===== src/rtl/collector_scheduler_if.sv =====
// -----------------------------------------------------------------------------
// collector_scheduler_if
//   Output stream of the collector scheduler: one result word per beat, tagged
//   with its source column, row index and an end-of-row marker.
//
//   Signals:
//     m_data  : result word (2*DATA_WIDTH+1 bits)
//     m_valid : beat valid, held until accepted
//     m_ready : downstream ready
//     m_col   : source column of m_data
//     m_row   : row index of m_data
//     m_last  : high on the beat from the last active column
//
//   Modports:
//     master : scheduler side (drives data/tags/valid, samples ready)
//     slave  : write-back side (samples data/tags/valid, drives ready)
// -----------------------------------------------------------------------------
interface collector_scheduler_if #(
    parameter int unsigned DATA_WIDTH = 32
);
    logic [2*DATA_WIDTH:0] m_data;
    logic                  m_valid;
    logic                  m_ready;
    logic [7:0]            m_col;
    logic [15:0]           m_row;
    logic                  m_last;

    modport master (
        output m_data,
        output m_valid,
        output m_col,
        output m_row,
        output m_last,
        input  m_ready
    );

    modport slave (
        input  m_data,
        input  m_valid,
        input  m_col,
        input  m_row,
        input  m_last,
        output m_ready
    );
endinterface


===== src/rtl/collector_scheduler.sv =====
// -----------------------------------------------------------------------------
// collector_scheduler
//   Drains the PE column result FIFOs in strict column order (0..K-1) for R
//   rows and presents every popped word on a valid/ready stream tagged with
//   column, row and end-of-row. Only one pop is ever in flight, so a FIFO can
//   never underflow; an empty column stalls the sequence rather than being
//   skipped.
//
//   Ports:
//     i_clk          : system clock, rising edge
//     i_rstn         : synchronous active-low reset
//     i_start        : frame launch pulse, honoured only when idle
//     i_abort        : synchronous abort, highest priority, back to idle
//     i_kernel_size  : active column count K, sampled on start
//     i_num_rows     : row count R, sampled on start
//     i_col_empty    : per-column FIFO empty flags
//     o_col_rd_en    : one-hot FIFO pop
//     i_col_rd_data  : per-column FIFO read data, valid RD_LATENCY after pop
//     o_m            : output stream (master modport)
//     o_busy         : frame in progress
//     o_done         : one-cycle pulse at frame end
//     o_cfg_err      : one-cycle pulse when a start is rejected
// -----------------------------------------------------------------------------
module collector_scheduler #(
    parameter int unsigned DATA_WIDTH = 32,
    parameter int unsigned NUM_COL    = 7,
    parameter int unsigned RD_LATENCY = 1
) (
    input  logic                  i_clk,
    input  logic                  i_rstn,
    input  logic                  i_start,
    input  logic                  i_abort,
    input  logic [7:0]            i_kernel_size,
    input  logic [15:0]           i_num_rows,
    input  logic [NUM_COL-1:0]    i_col_empty,
    output logic [NUM_COL-1:0]    o_col_rd_en,
    input  logic [2*DATA_WIDTH:0] i_col_rd_data [NUM_COL],
    collector_scheduler_if.master o_m,
    output logic                  o_busy,
    output logic                  o_done,
    output logic                  o_cfg_err
);

    localparam int unsigned ColW = (NUM_COL > 1) ? $clog2(NUM_COL) : 1;
    localparam int unsigned LatW = (RD_LATENCY > 1) ? $clog2(RD_LATENCY) : 1;
    localparam logic [LatW-1:0] LatLast = LatW'(RD_LATENCY - 1);

    typedef enum logic [2:0] {
        StIdle,
        StRead,
        StWait,
        StOut,
        StDone
    } state_e;

    // Registered state
    state_e                r_state;
    logic [7:0]            r_k;
    logic [15:0]           r_r;
    logic [7:0]            r_col;
    logic [15:0]           r_row;
    logic [LatW-1:0]       r_wait_cnt;
    logic [2*DATA_WIDTH:0] r_m_data;
    logic [7:0]            r_m_col;
    logic [15:0]           r_m_row;
    logic                  r_m_last;
    logic                  r_m_valid;
    logic                  r_busy;
    logic                  r_done;
    logic                  r_cfg_err;

    // Next-state values
    state_e                w_state_d;
    logic [7:0]            w_k_d;
    logic [15:0]           w_r_d;
    logic [7:0]            w_col_d;
    logic [15:0]           w_row_d;
    logic [LatW-1:0]       w_wait_cnt_d;
    logic [2*DATA_WIDTH:0] w_m_data_d;
    logic [7:0]            w_m_col_d;
    logic [15:0]           w_m_row_d;
    logic                  w_m_last_d;
    logic                  w_m_valid_d;
    logic                  w_busy_d;
    logic                  w_done_d;
    logic                  w_cfg_err_d;

    logic [NUM_COL-1:0]    w_col_rd_en;
    logic [ColW-1:0]       w_col_idx;
    logic                  w_cfg_bad;
    logic                  w_hs;
    logic                  w_col_last;
    logic                  w_row_last;

    // r_col never exceeds K-1 <= NUM_COL-1, so the low bits address the column.
    assign w_col_idx  = r_col[ColW-1:0];
    assign w_cfg_bad  = (i_kernel_size == 8'd0) || (i_kernel_size > 8'(NUM_COL)) ||
                        (i_num_rows == 16'd0);
    assign w_hs       = r_m_valid && o_m.m_ready;
    assign w_col_last = (r_col == r_k - 8'd1);
    assign w_row_last = (r_row == r_r - 16'd1);

    always_ff @(posedge i_clk) begin
        if (!i_rstn) begin
            r_state    <= StIdle;
            r_k        <= '0;
            r_r        <= '0;
            r_col      <= '0;
            r_row      <= '0;
            r_wait_cnt <= '0;
            r_m_data   <= '0;
            r_m_col    <= '0;
            r_m_row    <= '0;
            r_m_last   <= 1'b0;
            r_m_valid  <= 1'b0;
            r_busy     <= 1'b0;
            r_done     <= 1'b0;
            r_cfg_err  <= 1'b0;
        end else begin
            r_state    <= w_state_d;
            r_k        <= w_k_d;
            r_r        <= w_r_d;
            r_col      <= w_col_d;
            r_row      <= w_row_d;
            r_wait_cnt <= w_wait_cnt_d;
            r_m_data   <= w_m_data_d;
            r_m_col    <= w_m_col_d;
            r_m_row    <= w_m_row_d;
            r_m_last   <= w_m_last_d;
            r_m_valid  <= w_m_valid_d;
            r_busy     <= w_busy_d;
            r_done     <= w_done_d;
            r_cfg_err  <= w_cfg_err_d;
        end
    end

    always_comb begin
        w_state_d    = r_state;
        w_k_d        = r_k;
        w_r_d        = r_r;
        w_col_d      = r_col;
        w_row_d      = r_row;
        w_wait_cnt_d = r_wait_cnt;
        w_m_data_d   = r_m_data;
        w_m_col_d    = r_m_col;
        w_m_row_d    = r_m_row;
        w_m_last_d   = r_m_last;
        w_m_valid_d  = r_m_valid;
        w_busy_d     = r_busy;
        w_done_d     = 1'b0;
        w_cfg_err_d  = 1'b0;
        w_col_rd_en  = '0;

        unique case (r_state)
            StIdle: begin
                if (i_start) begin
                    w_k_d = i_kernel_size;
                    w_r_d = i_num_rows;
                    if (w_cfg_bad) begin
                        w_cfg_err_d = 1'b1;
                    end else begin
                        w_col_d   = '0;
                        w_row_d   = '0;
                        w_busy_d  = 1'b1;
                        w_state_d = StRead;
                    end
                end
            end

            StRead: begin
                // An empty column stalls here; columns are never skipped.
                if (!i_col_empty[w_col_idx]) begin
                    w_col_rd_en[w_col_idx] = 1'b1;
                    w_wait_cnt_d           = '0;
                    w_state_d              = StWait;
                end
            end

            StWait: begin
                if (r_wait_cnt == LatLast) begin
                    w_m_data_d  = i_col_rd_data[w_col_idx];
                    w_m_col_d   = r_col;
                    w_m_row_d   = r_row;
                    w_m_last_d  = w_col_last;
                    w_m_valid_d = 1'b1;
                    w_state_d   = StOut;
                end else begin
                    w_wait_cnt_d = r_wait_cnt + 1'b1;
                end
            end

            StOut: begin
                if (w_hs) begin
                    w_m_valid_d = 1'b0;
                    if (!w_col_last) begin
                        w_col_d   = r_col + 8'd1;
                        w_state_d = StRead;
                    end else if (!w_row_last) begin
                        w_col_d   = '0;
                        w_row_d   = r_row + 16'd1;
                        w_state_d = StRead;
                    end else begin
                        w_done_d  = 1'b1;
                        w_state_d = StDone;
                    end
                end
            end

            StDone: begin
                w_busy_d  = 1'b0;
                w_state_d = StIdle;
            end

            default: begin
                w_state_d = StIdle;
            end
        endcase

        // Abort overrides everything, including a handshake in the same cycle.
        // A word already popped is simply dropped.
        if (i_abort) begin
            w_state_d   = StIdle;
            w_col_d     = '0;
            w_row_d     = '0;
            w_m_valid_d = 1'b0;
            w_busy_d    = 1'b0;
            w_done_d    = 1'b0;
            w_cfg_err_d = 1'b0;
            w_col_rd_en = '0;
        end

        // No pop while reset is asserted; its word would be lost.
        if (!i_rstn) begin
            w_col_rd_en = '0;
        end
    end

    assign o_col_rd_en = w_col_rd_en;
    assign o_m.m_data  = r_m_data;
    assign o_m.m_valid = r_m_valid;
    assign o_m.m_col   = r_m_col;
    assign o_m.m_row   = r_m_row;
    assign o_m.m_last  = r_m_last;
    assign o_busy      = r_busy;
    assign o_done      = r_done;
    assign o_cfg_err   = r_cfg_err;

endmodule

===== src/flat_wrapper.sv =====
// flat-port wrapper written by rule: the top's interface ports become plain ports
module collector_scheduler_flat 
#(
    parameter int unsigned DATA_WIDTH = 32,
    parameter int unsigned NUM_COL    = 7,
    parameter int unsigned RD_LATENCY = 1
)
  (i_clk, i_rstn, i_start, i_abort, i_kernel_size, i_num_rows, i_col_empty, o_col_rd_en, i_col_rd_data, o_busy, o_done, o_cfg_err, o_m_m_data, o_m_m_valid, o_m_m_col, o_m_m_row, o_m_m_last, o_m_m_ready);
  collector_scheduler_if #(.DATA_WIDTH(DATA_WIDTH)) o_m_i ();
  input  logic i_clk;
  input  logic i_rstn;
  input  logic i_start;
  input  logic i_abort;
  input  logic [7:0] i_kernel_size;
  input  logic [15:0] i_num_rows;
  input  logic [NUM_COL-1:0] i_col_empty;
  output logic [NUM_COL-1:0] o_col_rd_en;
  input  logic [2*DATA_WIDTH:0] i_col_rd_data[NUM_COL];
  output logic o_busy;
  output logic o_done;
  output logic o_cfg_err;
  output wire logic [$bits(o_m_i.m_data)-1:0] o_m_m_data;
  output wire logic [$bits(o_m_i.m_valid)-1:0] o_m_m_valid;
  output wire logic [$bits(o_m_i.m_col)-1:0] o_m_m_col;
  output wire logic [$bits(o_m_i.m_row)-1:0] o_m_m_row;
  output wire logic [$bits(o_m_i.m_last)-1:0] o_m_m_last;
  input wire logic [$bits(o_m_i.m_ready)-1:0] o_m_m_ready;
  assign o_m_m_data = o_m_i.m_data;
  assign o_m_m_valid = o_m_i.m_valid;
  assign o_m_m_col = o_m_i.m_col;
  assign o_m_m_row = o_m_i.m_row;
  assign o_m_m_last = o_m_i.m_last;
  assign o_m_i.m_ready = o_m_m_ready;
  collector_scheduler #(.DATA_WIDTH(DATA_WIDTH), .NUM_COL(NUM_COL), .RD_LATENCY(RD_LATENCY)) u_core (.i_clk(i_clk), .i_rstn(i_rstn), .i_start(i_start), .i_abort(i_abort), .i_kernel_size(i_kernel_size), .i_num_rows(i_num_rows), .i_col_empty(i_col_empty), .o_col_rd_en(o_col_rd_en), .i_col_rd_data(i_col_rd_data), .o_m(o_m_i), .o_busy(o_busy), .o_done(o_done), .o_cfg_err(o_cfg_err));
endmodule

===== config.mk =====
export PLATFORM = sky130hd
export DESIGN_NAME = collector_scheduler_flat
export DESIGN_NICKNAME = d
export VERILOG_FILES = /design/src/rtl/collector_scheduler_if.sv /design/src/rtl/collector_scheduler.sv /design/src/flat_wrapper.sv
export SDC_FILE = /design/constraint.sdc
export NUM_CORES = 1
export LEC_CHECK = 0
export ABC_AREA = 1
export CAP_MARGIN = 10
export CORE_AREA = 10 10 224 226
export CTS_BUF_LIST = sky130_fd_sc_hd__clkbuf_4
export DETAILED_ROUTE_END_ITERATION = 8
export DIE_AREA = 0 0 234 236
export PLACE_DENSITY = 0.47
export SLEW_MARGIN = 30
export SYNTH_ARGS = -nofsm -noshare
export SYNTH_HDL_FRONTEND = slang
export SYNTH_SLANG_ARGS = --single-unit

===== constraint.sdc =====
create_clock -name i_clk -period 6.2 [get_ports i_clk]
set_clock_uncertainty 0.05 [all_clocks]
set_input_delay 0.62 -clock i_clk [delete_from_list [all_inputs] [get_ports i_clk]]
set_output_delay 0.62 -clock i_clk [all_outputs]
set_load 0.03 [all_outputs]

==> impl_metrics.ini <==
[routing]
vias_per_cell = 4.907
first_iter_violations = 959
dr_total_vias = 12150
ant_nets = 0
drcViolationCount = 0
wire_per_inst_um = 28.46
wirelength_um = 70480
drt_pre_antenna_iters = 6

[floorplan]
die_w_um = 234
die_h_um = 236
std_cell_rows = 79
start_util_pct = 19.85
core-area_um2 = 45860
boundaryPins = 592
die-area_um2 = 55220

[clocking]
clk_pin_slew_worst_paths_ns = 0.12
clock-sinks = 145
post_cts_buffers = 0
clk_latency_ns = 0.64
cts_tree = built
numCtsBuffers = 17
cts-root-buf = clkbuf_4
h-tree-depth = 4
cts_resized = 0
cts_buffer_depth = 2
cts_hold_buf = 0

[grt]
track_usage_pct = 24.36
met2_usage_pct = 37.12
grt_max_degree = 103
use_met3_pct = 10.88
grt_pass1_vias = 12130
met1_usage_pct = 29.44
grt_pass1_wl_um = 95780
top_usage_layer = met2
grt_antenna_before_repair = 33
grt_overflow_total = 0

[placed_design]
dp_hpwl_um = 56800
port_buffers = 591
gp_congestion = 0.9346

[critical_path]
crit_type = reg2out
slowest_delay_ns = 0.71
crit_fanout = 25
slowest_stage = clkdlybuf4s50_1
cp-end-kind = primary output
crit_arrival_ns = 3.73
cpMostUsedCell = nand2_1
cp-start-kind = flop
path_cells = inv_1 > nand3_1 > inv_2 > nand2_1 > nand2_1 > a21oi_1 > nand4_1 > nand3b_1 > nor2_1 > clkdlybuf4s50_1
worstPathRequired_ns = 5.53

[sta]
finalMaxSlewViolations = 0
hold_violations = 0
fmax_mhz = 227.4
setup_violations = 0
rsz0062_at_grt = no
tightest_slew_ns = 1.072
fin_crit_ns = 4.398
period_share_pct = 70.93
maxSlewHeadroom_pct = 27.80
fin_tns_setup_ns = 0

[layout]
final_nets = 2332
post-route-util_pct = 34.33
layout-drive-gt1-share_pct = 5.952
syn_to_final_growth_pct = 72.98

[power_and_ir_drop]
power.density_nw_per_um2 = 129.7
max-vdd-ir-drop_v = 0.00009752
p_leak_nw = 5.641

[logic_synthesis]
synth_nets = 1804
syn_area_per_cell_um2 = 6.954
synth.distinct_cells = 42
postSynthCellCount = 1309
synth_edf_count = 0
ys_ff_latch = 145
yosysSeqAreaShare_pct = 31.89
async_flop_share_pct = 0
synth_area_um2 = 9102
yosys_warnings = 0
synth-main-ff-cell = dfxtp_1

[run]
maxCapViolations = 0

[hold_path]
min_path_type = in2reg

[run_status]
outcome = complete, no violations
worst max-delay path, delay by kind of cell, from the launching register on:
family,cells,cell delay [ns]
flops,1,0.50
buf+inv,3,1.16
compound gates,1,0.22
simple gates,6,1.20
layout make-up:
cell class | count | area [um2]
antenna | 21 | 52.55
clock buffer | 21 | 157.7
clock inverter | 9 | 68.82
fill | 4948 | 30120
inverter | 82 | 310.3
multi-input combinational | 988 | 5487
sequential | 145 | 2903
tap | 607 | 759.5
timing repair buffer | 603 | 6007
Yosys cell counts, types with 30 or more instances:
master    number  area, um2
a21oi_1       90      450.4
a221oi_1      86      753.2
a22o_1        31      271.5
a22oi_1       34      255.2
a41oi_1       30      262.8
clkbuf_1      70      262.8
dfxtp_1      145       2903
inv_1         66      247.7
nand2_1      266      998.5
nand3_1       76      380.4
nor2_1       113      424.2
o21ai_0      118      590.6
metrics by stage:
stage | hold slack [ns] | setup WS [ns] | power, mW | cells | cell area [um2]
floorplan | 0.4036 | 3.477 | 1.107 | 1309 | 9102
global placement | 0.4146 | 2.584 | 1.471 | 2425 | 15460
detailed placement | 0.4256 | 2.533 | 1.473 | 2425 | 15470
CTS | 0.3539 | 1.782 | 2.064 | 2455 | 15690
global route | 0.3888 | 1.578 | 2.134 | 2473 | 15740
finish | 0.4150 | 1.802 | 2.042 | 2476 | 15750
flip-flops by register name (all words and copies together) (netlist names):
name / cells
u_core.r_col: 8
u_core.o_m.m_last: 1
u_core.r_r: 16
u_core.o_m.m_col: 8
u_core.r_state: 3
u_core.r_row: 16
u_core.o_m.m_row: 16
u_core.o_done: 1
u_core.o_m.m_data: 65
u_core.r_k: 8
u_core.o_m.m_valid: 1
u_core.o_busy: 1
u_core.o_cfg_err: 1
path summary, 6_finish.rpt:
kind | startpoint | to | slack (ns) | depth (start not counted)
worst max-delay path | u_core.r_col[2]$_SDFFE_PP0P_ | o_col_rd_en[0] | 1.80 | 10
worst min-delay path | i_rstn | u_core.o_m.m_col[3]$_SDFFE_PN0P_ | 0.42 | 3
worst max register to register | u_core.r_col[2]$_SDFFE_PP0P_ | u_core.o_m.m_data[34]$_SDFFE_PN0P_ | 3.32 | 7
worst min register to register | u_core.o_m.m_row[15]$_SDFFE_PN0P_ | u_core.o_m.m_row[15]$_SDFFE_PN0P_ | 0.45 | 2
cell usage in the layout, fill, tap and decap left out, drive strengths merged:
cell type | netlist | layout
a22o | 31 | 31
a211oi | 5 | 5
clkinvlp | 0 | 1
clkinv | 4 | 11
nor3b | 1 | 1
dfxtp | 145 | 145
nand4 | 5 | 5
clkbuf | 70 | 21
buf | 24 | 13
nor3 | 14 | 14
a21oi | 100 | 100
nand3b | 6 | 6
ha | 4 | 4
o21bai | 2 | 2
inv | 78 | 78
a31oi | 16 | 16
bufinv | 0 | 1
xnor2 | 13 | 13
xor2 | 23 | 23
diode | 0 | 21
a22oi | 34 | 34
and2 | 1 | 1
nor2 | 126 | 126
a21boi | 1 | 1
nand2 | 288 | 288
o21ai | 121 | 121
a41oi | 30 | 30
nor4 | 3 | 3
a221oi | 86 | 86
clkdlybuf4s50 | 0 | 590
nand3 | 78 | 78
power breakdown:
part	internal [mW]	leakage, nW	switching [mW]
Combinational	0.329	4.34	0.174
Clock	0.205	0.131	0.381
Sequential	0.943	1.17	0.0108
routing by layer:
| metal | vias to the layer above | wire [um] |
|---|---|---|
| met5 | - | 97 |
| met3 | 84 | 7814 |
| met1 | 5763 | 29310 |
| met2 | 541 | 31520 |
| li1 | 5746 | - |
| met4 | 16 | 1739 |
kinds of logic (layout without fill, tap and decap cells):
group | Yosys count | in the layout | share of synthesized area, %
adders and majority gates | 4 | 4 | 0.5499
other | 0 | 21 | 0
buffers and inverters | 176 | 715 | 7.862
xor gates and xnor gates | 36 | 36 | 3.464
and+or+nand+nor | 522 | 522 | 24.88
DFF | 145 | 145 | 31.89
AOI/OAI and AO/OA | 426 | 426 | 31.35
Note: power is estimated with default switching activity, not from simulation.
